`src/rtl/fetch_flow_controller.sv`:
```
// Instruction fetch sequencer: issues in-order fetches, caps requests in flight, tags
// responses with their PC for the loop buffer and discards stale responses after a restart.
module fetch_flow_controller #(
  parameter int unsigned P_OUTSTANDING = 4,
  parameter logic [31:0] P_RESET_PC    = 32'h0000_0000
) (
  input  logic        iCLOCK,
  input  logic        inRESET,
  input  logic        iSTART,
  input  logic        iFREE_RESTART,
  input  logic [31:0] iRESTART_PC,
  output logic        oFETCH_REQ,
  output logic [31:0] oFETCH_ADDR,
  input  logic        iFETCH_BUSY,
  input  logic        iFETCH_VALID,
  input  logic [31:0] iFETCH_INST,
  output logic        oBUFFER_INST_VALID,
  output logic [31:0] oBUFFER_INST,
  output logic [31:0] oBUFFER_PC,
  output logic        oBUFFER_FLUSH,
  input  logic        iBUFFER_FETCH_STOP,
  input  logic        iBUFFER_LOCK,
  output logic        oERROR
);

  typedef enum logic [1:0] {StIdle, StRun, StDrain} stateT;

  localparam int unsigned      PtrW    = (P_OUTSTANDING > 1) ? $clog2(P_OUTSTANDING) : 1;
  localparam logic [2:0]       MaxOut  = 3'(P_OUTSTANDING);
  localparam logic [PtrW-1:0]  LastPtr = PtrW'(P_OUTSTANDING - 1);

  stateT           state;
  logic [31:0]     pc;
  logic [2:0]      outstanding;
  logic [2:0]      discard;
  logic [2:0]      tagCount;
  logic [PtrW-1:0] rdPtr;
  logic [PtrW-1:0] wrPtr;
  logic [31:0]     tagMem [P_OUTSTANDING];
  logic            errorReg;

  logic       fetchReq;
  logic       accept;
  logic       forward;
  logic       respTaken;
  logic       push;
  logic       pop;
  logic       flush;
  logic [2:0] drainCount;
  logic [2:0] discardNext;

  function automatic logic [PtrW-1:0] nextPtr(input logic [PtrW-1:0] p);
    return (p == LastPtr) ? '0 : p + 1'b1;
  endfunction

  always_comb begin
    fetchReq    = (state == StRun) && !iBUFFER_FETCH_STOP && !iFREE_RESTART &&
                  (outstanding < MaxOut);
    accept      = fetchReq && !iFETCH_BUSY;
    forward     = iFETCH_VALID && (discard == 3'd0) && !iFREE_RESTART;
    respTaken   = iFETCH_VALID && (outstanding != 3'd0);
    push        = accept && (tagCount < MaxOut);
    pop         = iFETCH_VALID && (tagCount != 3'd0);
    flush       = iFREE_RESTART && (state != StIdle);
    // Requests still in flight after this cycle's response are all stale on a restart.
    drainCount  = outstanding - {2'b00, respTaken};
    discardNext = discard;
    if (iFETCH_VALID && !forward && (discard != 3'd0)) discardNext = discard - 3'd1;
  end

  always_ff @(posedge iCLOCK) begin
    if (push) tagMem[wrPtr] <= pc;
  end

  always_ff @(posedge iCLOCK or negedge inRESET) begin
    if (!inRESET) begin
      state       <= StIdle;
      pc          <= P_RESET_PC;
      outstanding <= 3'd0;
      discard     <= 3'd0;
      tagCount    <= 3'd0;
      rdPtr       <= '0;
      wrPtr       <= '0;
      errorReg    <= 1'b0;
    end else begin
      if (iFREE_RESTART) begin
        pc <= iRESTART_PC & ~32'h3;
      end else if (accept) begin
        pc <= pc + 32'd4;
      end

      if (flush) begin
        outstanding <= drainCount;
        discard     <= drainCount;
        tagCount    <= 3'd0;
        rdPtr       <= '0;
        wrPtr       <= '0;
      end else begin
        discard <= discardNext;
        unique case ({accept, respTaken})
          2'b10:   outstanding <= outstanding + 3'd1;
          2'b01:   outstanding <= outstanding - 3'd1;
          default: outstanding <= outstanding;
        endcase
        if (push) wrPtr <= nextPtr(wrPtr);
        if (pop)  rdPtr <= nextPtr(rdPtr);
        unique case ({push, pop})
          2'b10:   tagCount <= tagCount + 3'd1;
          2'b01:   tagCount <= tagCount - 3'd1;
          default: tagCount <= tagCount;
        endcase
      end

      unique case (state)
        StIdle:  if (iSTART) state <= StRun;
        StRun:   if (flush) state <= (drainCount != 3'd0) ? StDrain : StRun;
        StDrain: begin
          if (flush) state <= (drainCount != 3'd0) ? StDrain : StRun;
          else if (discardNext == 3'd0) state <= StRun;
        end
        default: state <= StIdle;
      endcase

      if ((iFETCH_VALID && (outstanding == 3'd0)) || (forward && iBUFFER_LOCK)) begin
        errorReg <= 1'b1;
      end
    end
  end

  assign oFETCH_REQ         = fetchReq;
  assign oFETCH_ADDR        = pc;
  assign oBUFFER_INST_VALID = forward;
  assign oBUFFER_INST       = iFETCH_INST;
  assign oBUFFER_PC         = tagMem[rdPtr];
  assign oBUFFER_FLUSH      = flush;
  assign oERROR             = errorReg;

endmodule
```
`config.mk`:
```
export PLATFORM = sky130hd
export DESIGN_NAME = fetch_flow_controller
export DESIGN_NICKNAME = d
export VERILOG_FILES = /design/src/rtl/fetch_flow_controller.sv
export SDC_FILE = /design/constraint.sdc
export NUM_CORES = 1
export LEC_CHECK = 0
export CORE_AREA = 2 2 132 134
export CTS_CLUSTER_SIZE = 25
export DETAILED_ROUTE_END_ITERATION = 16
export DIE_AREA = 0 0 134 136
export PLACE_DENSITY = 0.72
export SYNTH_ARGS = -nofsm -noshare
export SYNTH_HDL_FRONTEND = slang
export SYNTH_SLANG_ARGS = --single-unit
```
`constraint.sdc`:
```
create_clock -name iCLOCK -period 3.25 [get_ports iCLOCK]
set_input_delay 0.975 -clock iCLOCK [delete_from_list [all_inputs] [get_ports iCLOCK]]
set_output_delay 0.975 -clock iCLOCK [all_outputs]
set_load 0.03 [all_outputs]
```
==> impl_results.md <==
- Fmax: 316 MHz
- Nets@finish: 700
- Die footprint: 0.0182 sq mm
- Drt pass-1 iters: 5
- Main flop type after synthesis: sky130_fd_sc_hd__edfxtp_1
- Final weighted congestion in routability-driven placement: 0.855
- Vias after detailed routing: 4869
- H-tree depth: 4
- Number of placed cells counting well taps: 822
- Least-Margin Pin Slew: 728 ps
- Share of synthesized registers carrying an async set or reset: 27.7%
- Master cell of the clock root buffer: sky130_fd_sc_hd__clkbuf_16
- TritonCTS sink count: 166
- Max-Cap Viols: 0
- Number of synthesized flops with an enable pin: 120
- Post-synth cell types: 53
- Largest net degree at the start of global routing: 45
- Number of top-level design ports: 172
- Kind of critical path: register to output port
- Portion of the post-synthesis area used by sequential elements: between 60% and 70%
- Warnings from Yosys: 0
- Die X-Extent: between 100 and 150 microns
- Non-filler cells, final: approximately 850
- Total power density per cell area: 740 mW/mm^2
- Setup repair after global routing missed its margin: no
- Peak supply drop: 0.360 mV
- Max-Slew Margin vs Limit: approximately half
- Total CTS buffers: 17
- Half-perimeter wire length of the detailed placement result: 11400 microns
- Class of the tightest hold or removal check: primary input to async pin
- Number of buffers on the longest clock path: 2
- Slowest CP cell: sky130_fd_sc_hd__clkdlybuf4s50_1
- CP Data Arrival Time: 2190 ps
- TritonCTS clock tree: built
- Peak fanout along the critical path: 15
- Number of antenna violations at the first check in global routing: 0
- Critical Path Sink Type: output port
- Post-route fraction of the period consumed by the critical path: around 97%
- Row count: 48
- Area of combinational cells with multiple inputs: 0.00230 sq mm
- Die height: between 100 and 150 microns
- Core outline area: 0.0169 sq mm
- Post-cts hold buffer count: 0
- Leading cell types by total area after synthesis: sky130_fd_sc_hd__edfxtp_1 48%, sky130_fd_sc_hd__dfrtp_1 15%, sky130_fd_sc_hd__mux4_2 9.1%
- Skew-Pair Late Insertion Delay: about 430 ps
- Filler Cell Count: around 1300
- Run status: complete, no violations
- Remaining global-route overflow: 0
- Hold WS: 442 ps
- Cell-by-cell listing of the critical path: buf_6 > mux4_2 > clkdlybuf4s50_1
- Count of antenna diodes in the layout: 0
- Iter 0 DRT Violations: 473
- Post-Syn Area per Cell: 14.2 sq um
- Post-CTS Setup Bufs: 0
- # DRC: 0
- Vias/cell: 5.70
- Final Routed Wirelength: 17100 microns
- Shortest clock period the worst path allows after layout: 3170 ps
- GRT Resource Usage Total: 19.4%
- Standby leakage power: between 3 and 4 nW
- Cell type with the highest aggregate area in the netlist: sky130_fd_sc_hd__edfxtp_1
- Proportion of netlist area held by the largest area contributor: 48.5%
- Register Area: around 0.0048 sq mm
- First-pass GRT wire length: around 27000 microns
- Post-Synthesis Cells: 523
- Setup-violating endpoint count in the final report: 0
- Worst Path Required: 2270 ps
- Via count of the first global-routing pass: 4885
- Layout cell share with drive strength beyond 1: 17.5%
- Area growth from synthesis to layout: 25.3%
- Critical path startpoint category: register
- Effective utilization at floorplan: 44.0%
- Count of buffers from port buffering: between 100 and 150
- Maximum cell stage delay along the critical path: 610 ps
- FF+latch count, synth: ~170
- Synth Cell Area: 0.00743 sq mm
- Skew final: 8.88 ps
- Number of buffers and inverters on the critical path: 2
- Family with the most delay on the worst path: buffers and inverters
- Clock transition at the registers of the reported paths: 70 ps
- Antenna Violating Nets Remaining: 0
- Final hold viol count: 0
- Average wire per cell in the routed design: 20.0 microns
- Final count of pins violating max slew: 0
[cell families after synthesis]
logic type,count (synthesis),synth area share [%]
mux,37,10.1
flops,166,64.0
xor+xnor,6,0.707
other cells,1,0.0504
fa+ha+maj,12,2.22
buf+inv,70,5.45
simple gates,149,10.5
compound gates,82,7.07
[per-layer routing]
layer  global-route usage [%]  vias to the layer above  routed length (microns)
met5                        0                        -                        0
met4                     9.16                        0                      491
met3                     4.81                       54                     1290
met2                     32.3                      209                     8460
met1                     24.0                     2459                     6860
li1                         -                     2147                        -
[sequential cells by signal (all words and copies together) (netlist names)]
register / cells
tagMem: 120
wrPtr: 2
oERROR: 1
oFETCH_ADDR: 30
discard: 3
rdPtr: 2
outstanding: 3
state: 2
tagCount: 3
[final cells by class]
class / instances / area share (%)
clock buffer: 19 / 4.65
clock inverter: 13 / 1.84
inverter: 15 / 0.604
multi-input combinational: 290 / 24.7
sequential: 166 / 51.0
tap: 225 / 3.02
timing repair buffer: 126 / 14.2
[Yosys cell counts (all sizes together), types with 2 or more instances]
cell,count
mux2,3
a31oi,4
o31a,2
xnor2,4
inv,15
and2,6
nor4,7
nand2b,4
o21ai,33
o211ai,4
nand3,20
a221o,6
ha,10
nand3b,4
o311ai,7
xor2,2
or3,5
clkbuf,12
a21oi,15
fa,2
and3,3
nand4,11
mux2i,4
buf,43
nand2,40
dfrtp,46
nor2,23
edfxtp,120
nor3,13
nor2b,8
a21o,2
or4,2
mux4,30
[final timing paths]
kind	startpoint	endpoint	slack, ps	cells past startpoint
min reg2reg	oERROR$_DFFE_PN0P_	oERROR$_DFFE_PN0P_	490	1
min in group iCLOCK	oERROR$_DFFE_PN0P_	oERROR$_DFFE_PN0P_	490	1
max reg2reg	outstanding[2]$_DFFE_PN0P_	state[0]$_DFFE_PN0P_	820	9
min	inRESET	oFETCH_ADDR[12]$_DFFE_PN0N_	440	1
max	rdPtr[0]$_DFFE_PN0P_	oBUFFER_PC[4]	80	3
max in group asynchronous	inRESET	rdPtr[0]$_DFFE_PN0P_	1990	2
[cell usage in the layout, fill, tap and decap left out, drive strengths merged, types with 4 or more instances in the layout]
cell             n
inv             20
or3              5
nand3b           4
nand4           11
a21oi           15
and2             6
nor4             7
ha              10
o211ai           4
nand2b           4
clkbuf          19
nor2            23
mux4            30
o21ai           33
mux2i            4
buf             40
conb             4
a221o            6
dfrtp           46
a31oi            4
xnor2            4
edfxtp         120
nand3           20
clkdlybuf4s50   83
nand2           40
nor2b            8
o311ai           7
nor3            13
[metrics by stage]
stage	worst slack [ps]	TNS (ps)	power, mW	utilization, %	cell area, sq um
after global routing	4.24	0	7.18	55.2	9320
after CTS	21.3	0	6.95	55.2	9310
after detailed placement	-86.4	-273	4.89	51.5	8700
final	81.6	0	6.90	55.2	9320
after global placement	-13.1	-13.1	4.81	51.5	8700
after floorplan	177	0	4.08	-	7460
[report_power, final]
| group | leakage [nW] | total [mW] | switching, mW | internal (mW) |
|---|---|---|---|---|
| sequential | 1.65 | 2.65 | 0.205 | 2.45 |
| combinational | 1.39 | 2.18 | 1.17 | 1.01 |
| clock | 0.285 | 2.06 | 0.840 | 1.22 |
[what timing repair did]
| item | CTS | global route |
|---|---|---|
| resized for setup | 2 | 3 |
| endpoints found under the setup margin | 18 | 3 |
| pin swaps | 0 | 0 |
Note: power is estimated with default switching activity, not from simulation.
